$ cat config.mk
export PLATFORM = sky130hd
export DESIGN_NAME = pipe_skid_stage
export DESIGN_NICKNAME = d
export VERILOG_FILES = /design/src/rtl/pipe_skid_stage.sv
export SDC_FILE = /design/constraint.sdc
export NUM_CORES = 1
export LEC_CHECK = 0
export ABC_AREA = 0
export CORE_UTILIZATION = 37
export CTS_CLUSTER_SIZE = 40
export DETAILED_ROUTE_END_ITERATION = 8
export PLACE_DENSITY = 0.69
export SYNTH_ARGS = -nofsm -noshare
export SYNTH_HDL_FRONTEND = slang
export SYNTH_SLANG_ARGS = --single-unit
$ cat constraint.sdc
create_clock -name clk -period 2.2 [get_ports clk]
set_input_delay 0.44 -clock clk [delete_from_list [all_inputs] [get_ports clk]]
set_output_delay 0.44 -clock clk [all_outputs]
set_load 0.01 [all_outputs]
$ cat src/rtl/pipe_skid_stage.sv
// pipe_skid_stage: elastic pipeline stage register, LANES words of W bits per entry.
// Two-entry skid buffer (main + skid) keeps full throughput under back-pressure
// while in_ready is decoded from registered state only. Flush and reset empty
// the stage and zero the datapath, so a bubble shows as NOP / PC 0.
// Optional feature macro: PIPE_STAT_EN adds stall_cnt / bubble_cnt counters.
module pipe_skid_stage #(
  parameter int W     = 32,
  parameter int LANES = 4
) (
  input  logic               clk,
  input  logic               reset,
  input  logic               flush,
  input  logic               in_valid,
  output logic               in_ready,
  input  logic [LANES*W-1:0] in_data,
  output logic               out_valid,
  input  logic               out_ready,
  output logic [LANES*W-1:0] out_data
`ifdef PIPE_STAT_EN
  ,
  output logic [31:0]        stall_cnt,
  output logic [31:0]        bubble_cnt
`endif
);

  typedef enum logic [1:0] {EMPTY = 2'd0, ONE = 2'd1, TWO = 2'd2} state_e;

  state_e             state_q, state_d;
  logic [LANES*W-1:0] main_q, main_d;
  logic [LANES*W-1:0] skid_q, skid_d;
  logic               push, pop;

  // Handshake decoded purely from registered state: no in_* -> out_* path.
  assign in_ready  = (state_q != TWO);
  assign out_valid = (state_q != EMPTY);
  assign out_data  = main_q;
  assign push      = in_valid & in_ready;
  assign pop       = out_valid & out_ready;

  // Next-state and datapath selection; main is zeroed whenever the stage empties.
  always_comb begin
    state_d = state_q;
    main_d  = main_q;
    skid_d  = skid_q;
    case (state_q)
      EMPTY: begin
        if (push) begin
          main_d  = in_data;
          state_d = ONE;
        end
      end
      ONE: begin
        if (push && pop) begin
          main_d = in_data;
        end else if (push) begin
          skid_d  = in_data;
          state_d = TWO;
        end else if (pop) begin
          main_d  = '0;
          state_d = EMPTY;
        end
      end
      TWO: begin
        // in_ready is low here, so only a pop can move the stage.
        if (pop) begin
          main_d  = skid_q;
          skid_d  = '0;
          state_d = ONE;
        end
      end
      default: begin
        main_d  = '0;
        skid_d  = '0;
        state_d = EMPTY;
      end
    endcase
    // Flush overrides the handshake: a concurrent push is dropped, a concurrent
    // pop still sees the current out_data.
    if (flush) begin
      main_d  = '0;
      skid_d  = '0;
      state_d = EMPTY;
    end
  end

  // State and payload registers, synchronous active-high reset.
  always_ff @(posedge clk) begin
    if (reset) begin
      state_q <= EMPTY;
      main_q  <= '0;
      skid_q  <= '0;
    end else begin
      state_q <= state_d;
      main_q  <= main_d;
      skid_q  <= skid_d;
    end
  end

`ifdef PIPE_STAT_EN
  logic [31:0] stall_q, stall_d;
  logic [31:0] bubble_q, bubble_d;

  // Stall: upstream offers but we refuse. Bubble: downstream ready, nothing to give.
  always_comb begin
    stall_d  = stall_q;
    bubble_d = bubble_q;
    if (in_valid && !in_ready)   stall_d  = stall_q + 32'd1;
    if (out_ready && !out_valid) bubble_d = bubble_q + 32'd1;
  end

  // Counters clear on reset only; flush leaves them running.
  always_ff @(posedge clk) begin
    if (reset) begin
      stall_q  <= '0;
      bubble_q <= '0;
    end else begin
      stall_q  <= stall_d;
      bubble_q <= bubble_d;
    end
  end

  assign stall_cnt  = stall_q;
  assign bubble_cnt = bubble_q;
`endif

endmodule

==> results.sh, run 1 <==
export IMPL_grt_pass1_vias=10570
export IMPL_clk_path_buf_depth=3
export IMPL_switching_share_pct=24.06
export IMPL_grt_max_degree=71
export IMPL_placed_cells=1870
export IMPL_sequentialPowerShare_pct=44.8
export IMPL_clock_skew_ns=0.009040
export IMPL_synth_seq_cells=258
export IMPL_crit_path_end_kind="output pin"
export IMPL_hold_viol_final=0
export IMPL_synth_cell_types=27
export IMPL_layout_setup_ws_ns=0.1057
export IMPL_yosysSeqAreaShare_pct=45.83
export IMPL_fmax_mhz=477.5
export IMPL_rsz0062_at_grt="false"
export IMPL_synth_edf_count=0
export IMPL_ys_flop_type="dfxtp_1"
export IMPL_grt_use_total_pct=21.37
export IMPL_die_h_um=176.5
export IMPL_cts_max_level=1
export IMPL_worst_pin_slew_ns=0.5883
export IMPL_die_x_um=176.5
export IMPL_pwr_share_clk_pct=45.0
export IMPL_synth_fp_nets=1448
export IMPL_p_leak_nw=4.671
export IMPL_cts_sinks=258
export IMPL_fin_crit_sh_pct=95.19
export IMPL_internal_power_mw=8.222
export IMPL_worstSetupPathType="reg -> out"
export IMPL_fin_cells=1927
export IMPL_clk_pin_slew_worst_paths_ns=0.06
export IMPL_crit_slowest_cell="clkdlybuf4s50_1"
export IMPL_clock_latency_ns=0.54
export IMPL_die_area_um2=31160
export IMPL_layout_cells_most_common_list="385 x nand2_1, 260 x clkdlybuf4s50_1, 256 x dfxtp_1"
export IMPL_pre_cts_ws_ns=-0.01602
export IMPL_async_reset_ff_share_pct=0
export IMPL_whs_path_depth=3
export IMPL_viasPerCell=5.735
export IMPL_place_area_um2=14210
export IMPL_grt_pass1_wl_um=55250
export IMPL_drc=0
export IMPL_num_vias=11050
export IMPL_fin_nets=1646
export IMPL_cpPeakStageDelay_ns=0.55
export IMPL_area_growth_pct=34.88
export IMPL_required_ns=1.76
export IMPL_synth_area_um2=11270
export IMPL_drt_wirelength_per_cell_um=18.04
export IMPL_p_sw_mw=2.605
export IMPL_comb_power_share_pct=10.3
export IMPL_synth_top_area_share_pct=45.83
export IMPL_port_buffer_count=262
export IMPL_post_synth_top_area_cell="dfxtp_1"
export IMPL_post_dp_hpwl_um=21100
export IMPL_finalInstanceArea_um2=15200
export IMPL_status="finished clean"
export IMPL_utilization_pct=51.02
export IMPL_slew_viol_final=0
export IMPL_avgSynthCellArea_um2=8.570
export IMPL_gp_congestion=0.7981
export IMPL_final_common_cell="nand2_1"
export IMPL_cts_root_buf="clkbuf_16"
export IMPL_first_iter_violations=1144
export IMPL_reg2regPathDepth=4
export IMPL_cts_inserted_buffers=29
export IMPL_cp_max_fo=8
export IMPL_powerDensity_nw_per_um2=712.3
export IMPL_synthCells=1315
export IMPL_finalWirelength_um=34760
export IMPL_crit_chain="nand2b_4 -> clkdlybuf4s50_1"
export IMPL_worst_setup_path_start_kind="flop"
export IMPL_ios=263
export IMPL_hp_class="in -> reg"
export IMPL_dr_pass1_iters=8
export IMPL_antenna_found_initial=1
export IMPL_overflow=0
export IMPL_drive_above_1_share_pct=8.789
export IMPL_irDropWorstVdd_v=0.0004944
export IMPL_arrival_ns=1.65
export IMPL_ant_nets=0
export IMPL_cts_tree="yes"
export IMPL_num_rows=63
export IMPL_core_area_um2=29800
export IMPL_period_minus_slack_ns=2.094
export IMPL_slew_limit_headroom_pct=60.78
export IMPL_yosys_top_cells_area="dfxtp_1 46%, nand2_1 13%, a221o_1 9.1%, nand3b_1 8.5%, a31oi_1 7.1%"
export IMPL_hold_ws_ns=0.3990
export IMPL_setup_viol=0
export IMPL_start_util_pct=37.82
export IMPL_maxCapViolations=0
export IMPL_yosys_warnings=0
==> registers in the layout (all words and copies together), names as in the netlist <==
| name | flops |
|---|---|
| skid_q | 128 |
| out_data | 128 |
| state_q | 2 |
==> cell families after synthesis <==
logic type / synth area share [%]
AOI/OAI and AO/OA: 19.10
buffers and inverters: 7.106
DFF: 45.83
muxes: 0.1887
and+or+nand+nor: 27.78
==> cell type report <==
class,count,area (um2)
antenna,1,2.502
clock buffer,40,838.3
clock inverter,14,131.4
fill,2717,14600
multi-input combinational,914,5339
sequential,258,5172
tap,390,488.0
timing repair buffer,310,3229
==> Yosys cell counts, types with 4 or more instances <==
library cell,number
buf_12,11
buf_6,4
nand3b_1,128
clkbuf_1,81
a31oi_1,128
dfxtp_1,258
a221o_1,103
nand2_1,385
buf_1,7
a221o_2,25
nor3_1,128
buf_2,38
==> critical path: cells and delay by family, from the launching register on <==
family / cells / cell delay [ns]
buffers and inverters: 1 / 0.55
flip-flops: 1 / 0.40
AND/OR/NAND/NOR: 1 / 0.16
==> layer usage <==
layer  vias up  track usage (%)  share of wire (%)
li1       5171                -                  -
met1      5301            30.09                 45
met2       514            33.27                 44
met3        65            3.424                8.1
met4         0            6.645                2.3
met5         -                0                  0
==> through the flow <==
| stage | setup TNS (ns) | total power, mW |
|---|---|---|
| detailed placement | -0.1547 | 6.053 |
| floorplan | 0 | 5.421 |
| finish | 0 | 10.83 |
| CTS | 0 | 10.92 |
| global placement | 0 | 6.048 |
| global route | 0 | 11.19 |
==> final timing paths <==
kind	startpoint	endpoint	slack (ns)
setup / recovery	state_q[0]	in_ready	0.11
setup reg to reg	state_q[1]	out_data[2]	0.48
hold / removal	out_ready	state_q[1]	0.40
hold reg to reg	out_data[56]	out_data[56]	0.49
==> power groups by stage <==
stage	sequential (mW)	combinational, mW	clock [mW]
global route	4.86	1.18	5.16
detailed placement	4.95	1.11	0
CTS	4.85	1.11	4.96
global placement	4.95	1.10	0
floorplan	4.97	0.454	0
finish	4.85	1.11	4.87
==> repair_timing <==
item / CTS / global route
endpoints found under the hold margin: 0 / 0
hold buffers: 0 / 0
setup endpoints to repair: 2 / 1
gates resized for setup: 2 / 1
buffers inserted: 2 / 0
cloned: 0 / 0
No activity file was read; power rests on OpenSTA's default activity.
==> run 2, diff against run 1 <==
--- a/config.mk
+++ b/config.mk
@@ -9,7 +9,7 @@
 export CORE_UTILIZATION = 37
 export CTS_CLUSTER_SIZE = 40
 export DETAILED_ROUTE_END_ITERATION = 8
-export PLACE_DENSITY = 0.69
+export SLEW_MARGIN = 25
 export SYNTH_ARGS = -nofsm -noshare
 export SYNTH_HDL_FRONTEND = slang
 export SYNTH_SLANG_ARGS = --single-unit
==> results.sh, run 2 (same netlist as run 1, synthesis figures left out) <==
export IMPL_crit_path_end_kind="output pin"
export IMPL_sequentialPowerShare_pct=45.4
export IMPL_die_area_um2=31160
export IMPL_setup_viol=0
export IMPL_post_cts_buffers=0
export IMPL_fmax_mhz=492.8
export IMPL_num_rows=63
export IMPL_crit_slowest_cell="dfxtp_4"
export IMPL_pre_cts_ws_ns=0.07462
export IMPL_cts_root_buf="clkbuf_16"
export IMPL_finalInstanceArea_um2=15090
export IMPL_crit_reg2reg_launch="state_q[1]"
export IMPL_p_sw_mw=2.561
export IMPL_cp_max_fo=26
export IMPL_slew_limit_headroom_pct=51.27
export IMPL_antenna_found_initial=2
export IMPL_min_to="state_q[0]"
export IMPL_post_dp_hpwl_um=20910
export IMPL_internal_power_mw=8.125
export IMPL_clk_pin_slew_worst_paths_ns=0.05
export IMPL_wl_met2_um=15480
export IMPL_arrival_ns=1.59
export IMPL_ant_nets=0
export IMPL_switching_share_pct=23.97
export IMPL_whs_path_depth=3
export IMPL_p_total_mw=10.69
export IMPL_reg2regPathDepth=5
export IMPL_place_area_um2=14170
export IMPL_hold_path_startpoint="out_ready"
export IMPL_p_leak_nw=4.605
export IMPL_drc=0
export IMPL_viasPerCell=5.678
export IMPL_ctsHoldBuffers=0
export IMPL_num_vias=10870
export IMPL_powerDensity_nw_per_um2=708.1
export IMPL_hold_ws_ns=0.3845
export IMPL_clock_latency_ns=0.53
export IMPL_ios=263
export IMPL_maxCapViolations=0
export IMPL_period_minus_slack_ns=2.029
export IMPL_area_growth_pct=33.91
export IMPL_met3RoutedLength_um=2553
export IMPL_irDropWorstVdd_v=0.0004897
export IMPL_grt_pass1_vias=10440
export IMPL_cpPeakStageDelay_ns=0.43
export IMPL_grt_max_degree=96
export IMPL_drt_met1_wl_um=17000
export IMPL_first_iter_violations=1051
export IMPL_worst_pin_slew_ns=0.7310
export IMPL_gp_congestion=0.7502
export IMPL_cts_inserted_buffers=28
export IMPL_final_common_cell="nand2_1"
export IMPL_worst_setup_path_start_kind="flop"
export IMPL_placed_cells=1864
export IMPL_grt_use_total_pct=22.25
export IMPL_path_buf_inv=1
export IMPL_r2r_slack_ns=0.49
export IMPL_crit_chain="or2_2 -> dlygate4sd2_1"
export IMPL_clk_path_buf_depth=3
export IMPL_port_buffer_count=262
export IMPL_comb_power_share_pct=10.4
export IMPL_cts_sinks=258
export IMPL_drt_wirelength_per_cell_um=18.63
export IMPL_cts_resized=3
export IMPL_required_ns=1.76
export IMPL_tns_ns=0
export IMPL_drive_above_1_share_pct=8.005
export IMPL_hp_class="in -> reg"
export IMPL_hold_viol_final=0
export IMPL_cts_tree="yes"
export IMPL_dr_pass1_iters=5
export IMPL_pwr_share_clk_pct=44.2
export IMPL_start_util_pct=37.82
export IMPL_die_x_um=176.5
export IMPL_clock_skew_ns=0.006670
export IMPL_reg2reg_to="out_data[80]"
export IMPL_layout_setup_ws_ns=0.1710
export IMPL_cts_max_level=1
export IMPL_fin_cells=1915
export IMPL_worstSetupPathType="reg -> out"
export IMPL_fin_crit_sh_pct=92.23
export IMPL_overflow=0
export IMPL_fin_nets=1637
export IMPL_core_area_um2=29800
export IMPL_rsz0062_at_grt="false"
export IMPL_top_layer_used="met5"
export IMPL_die_h_um=176.5
export IMPL_finalWirelength_um=35680
export IMPL_layout_cells_most_common_list="385 x nand2_1, 259 x clkdlybuf4s50_1, 256 x dfxtp_1"
export IMPL_path_delay_family="flip-flops"
export IMPL_status="finished clean"
export IMPL_grt_pass1_wl_um=56900
export IMPL_utilization_pct=50.65
export IMPL_slew_viol_final=0
[run 2: cell types whose count changed in the layout (fill, tap and decap cells not counted), sizes merged]
cell           delta
buf               -8
clkinv            -3
clkdlybuf4s50     -1
clkinvlp          -1
dlygate4sd2       +1
[run 2: area by class of cell]
type | count | area, um2
Sequential cell | 258 | 5170
Clock inverter | 10 | 106.4
Clock buffer | 40 | 817.0
Timing Repair Buffer | 302 | 3168
Multi-Input combinational cell | 914 | 5339
Tap cell | 390 | 488.0
Antenna cell | 1 | 2.502
Fill cell | 2809 | 14710
[run 2: worst min-delay path, delay by kind of cell]
kind,cells,cell delay (ns)
compound gates,2,0.24
buf+inv,1,0.18
[run 2: layer usage]
layer / vias to the layer above / track usage [%]
met5: - / 0
met4: 4 / 5.172
met3: 42 / 4.264
met2: 405 / 34.35
met1: 5268 / 31.77
li1: 5154 / -
[run 2: worst max-delay path by stage]
| stage | from | end | slack (ns) | depth (start not counted) |
|---|---|---|---|---|
| 3_5_place_dp | flush | out_data[66] | 0.07 | 6 |
| 2_1_floorplan | out_ready | out_data[19] | 0.59 | 6 |
| 6_report | state_q[1] | out_valid | 0.17 | 2 |
| 4_1_cts | state_q[1] | out_valid | 0.14 | 2 |
| 5_1_grt | state_q[1] | out_valid | 0.13 | 2 |
| 3_3_place_gp | flush | out_data[108] | 0.11 | 6 |
[run 2: power by group through the flow]
stage | Clock [mW] | Sequential, mW | Combinational (mW)
after global routing | 5.00 | 4.86 | 1.19
after global placement | 0 | 4.95 | 1.12
after detailed placement | 0 | 4.95 | 1.11
after floorplan | 0 | 4.97 | 0.454
final | 4.72 | 4.85 | 1.11
after CTS | 4.83 | 4.85 | 1.12
==> run 3, diff against run 2 <==
--- a/config.mk
+++ b/config.mk
@@ -7,6 +7,7 @@
 export LEC_CHECK = 0
 export ABC_AREA = 0
 export CORE_UTILIZATION = 37
+export CTS_BUF_LIST = sky130_fd_sc_hd__clkbuf_16
 export CTS_CLUSTER_SIZE = 40
 export DETAILED_ROUTE_END_ITERATION = 8
 export SLEW_MARGIN = 25
==> results.sh, run 3 (same netlist as run 1, synthesis figures left out) <==
export IMPL_cts_max_level=1
export IMPL_hp_class="in -> reg"
export IMPL_worstSetupPathType="reg -> out"
export IMPL_hold_viol_final=0
export IMPL_clk_path_buf_depth=3
export IMPL_period_minus_slack_ns=2.025
export IMPL_die_area_um2=31160
export IMPL_cts_inserted_buffers=28
export IMPL_arrival_ns=1.58
export IMPL_rsz0062_at_grt="false"
export IMPL_fin_cells=1915
export IMPL_post_dp_hpwl_um=20910
export IMPL_final_common_cell="nand2_1"
export IMPL_fmax_mhz=493.9
export IMPL_utilization_pct=50.48
export IMPL_finalInstanceArea_um2=15040
export IMPL_status="finished clean"
export IMPL_start_util_pct=37.82
export IMPL_fin_crit_sh_pct=92.04
export IMPL_ant_nets=0
export IMPL_fin_nets=1637
export IMPL_p_total_mw=10.49
export IMPL_worst_setup_path_start_kind="flop"
export IMPL_dr_pass1_iters=6
export IMPL_path_buf_inv=1
export IMPL_ios=263
export IMPL_area_growth_pct=33.46
export IMPL_crit_slowest_cell="dfxtp_4"
export IMPL_setup_viol=0
export IMPL_crit_chain="or2_2 -> dlygate4sd2_1"
export IMPL_p_leak_nw=4.602
export IMPL_tns_ns=0
export IMPL_maxCapViolations=0
export IMPL_cts_tree="yes"
export IMPL_viasPerCell=5.652
export IMPL_post_cts_buffers=0
export IMPL_grt_pass1_wl_um=56870
export IMPL_cp_max_fo=26
export IMPL_place_area_um2=14170
export IMPL_overflow=0
export IMPL_placed_cells=1864
export IMPL_layout_cells_most_common_list="385 x nand2_1, 259 x clkdlybuf4s50_1, 256 x dfxtp_1"
export IMPL_antenna_found_initial=2
export IMPL_crit_path_end_kind="output pin"
export IMPL_num_rows=63
export IMPL_drive_above_1_share_pct=7.677
export IMPL_drc=0
export IMPL_required_ns=1.76
export IMPL_clk_pin_slew_worst_paths_ns=0.05
export IMPL_die_h_um=176.5
export IMPL_first_iter_violations=1031
export IMPL_die_x_um=176.5
export IMPL_powerDensity_nw_per_um2=697.2
export IMPL_grt_max_degree=96
export IMPL_finalWirelength_um=35760
export IMPL_cpPeakStageDelay_ns=0.44
export IMPL_num_vias=10820
export IMPL_ctsHoldBuffers=0
export IMPL_worst_pin_slew_ns=0.7282
export IMPL_grt_use_total_pct=22.24
export IMPL_port_buffer_count=262
export IMPL_gp_congestion=0.7502
export IMPL_cts_root_buf="clkbuf_16"
export IMPL_slew_limit_headroom_pct=51.45
export IMPL_cts_resized=3
export IMPL_slew_viol_final=0
export IMPL_path_delay_family="flip-flops"
export IMPL_grt_pass1_vias=10420
export IMPL_core_area_um2=29800
export IMPL_irDropWorstVdd_v=0.0004931
export IMPL_cts_sinks=258
export IMPL_clock_latency_ns=0.53
export IMPL_drt_wirelength_per_cell_um=18.67
export IMPL_clock_skew_ns=0.007933
## run 3: worst min-delay path, delay by kind of cell
family / cells / cell delay, ns
and+or+nand+nor: 1 / 0.18
AOI/OAI and AO/OA: 1 / 0.04
buffers and inverters: 1 / 0.20
## run 3: metal layers
metal	part of all wire, %	GRT usage, %	wire, um
met2	43	34.30	15500
met3	7.3	4.285	2610
met4	1.8	5.244	646
met5	0.070	0	25
met1	47	31.74	16970
## run 3: path summary, 6_finish.rpt
check,cells after the start,start,to,slack (ns)
worst min-delay path,3,out_ready,state_q[1],0.38
worst max-delay path,2,state_q[1],out_valid,0.18
worst max register to register,5,state_q[1],out_data[82],0.49
worst min register to register,1,out_data[67],out_data[67],0.48
## run 3: where the power goes
group | switching (mW) | total, mW | leakage, nW | internal (mW)
clock network | 1.92 | 4.52 | 0.450 | 2.60
registers | 0.0758 | 4.85 | 2.09 | 4.77
logic | 0.568 | 1.11 | 2.06 | 0.546
total | 2.57 | 10.5 | 4.60 | 7.92
## run 3: layout make-up
class                      count  area [um2]
tap                          390       488.0
clock buffer                  29       725.7
multi-input combinational    914        5339
antenna                        1       2.502
sequential                   258        5170
fill                        2809       14760
timing repair buffer         302        3168
clock inverter                21       147.6
## run 3: per-stage QoR
stage | setup WS, ns | hold WS, ns
2_1_floorplan | 0.5872 | 0.4694
3_3_place_gp | 0.1086 | 0.4689
3_5_place_dp | 0.07462 | 0.4662
4_1_cts | 0.1415 | 0.3572
5_1_grt | 0.1307 | 0.3788
6_report | 0.1751 | 0.3820
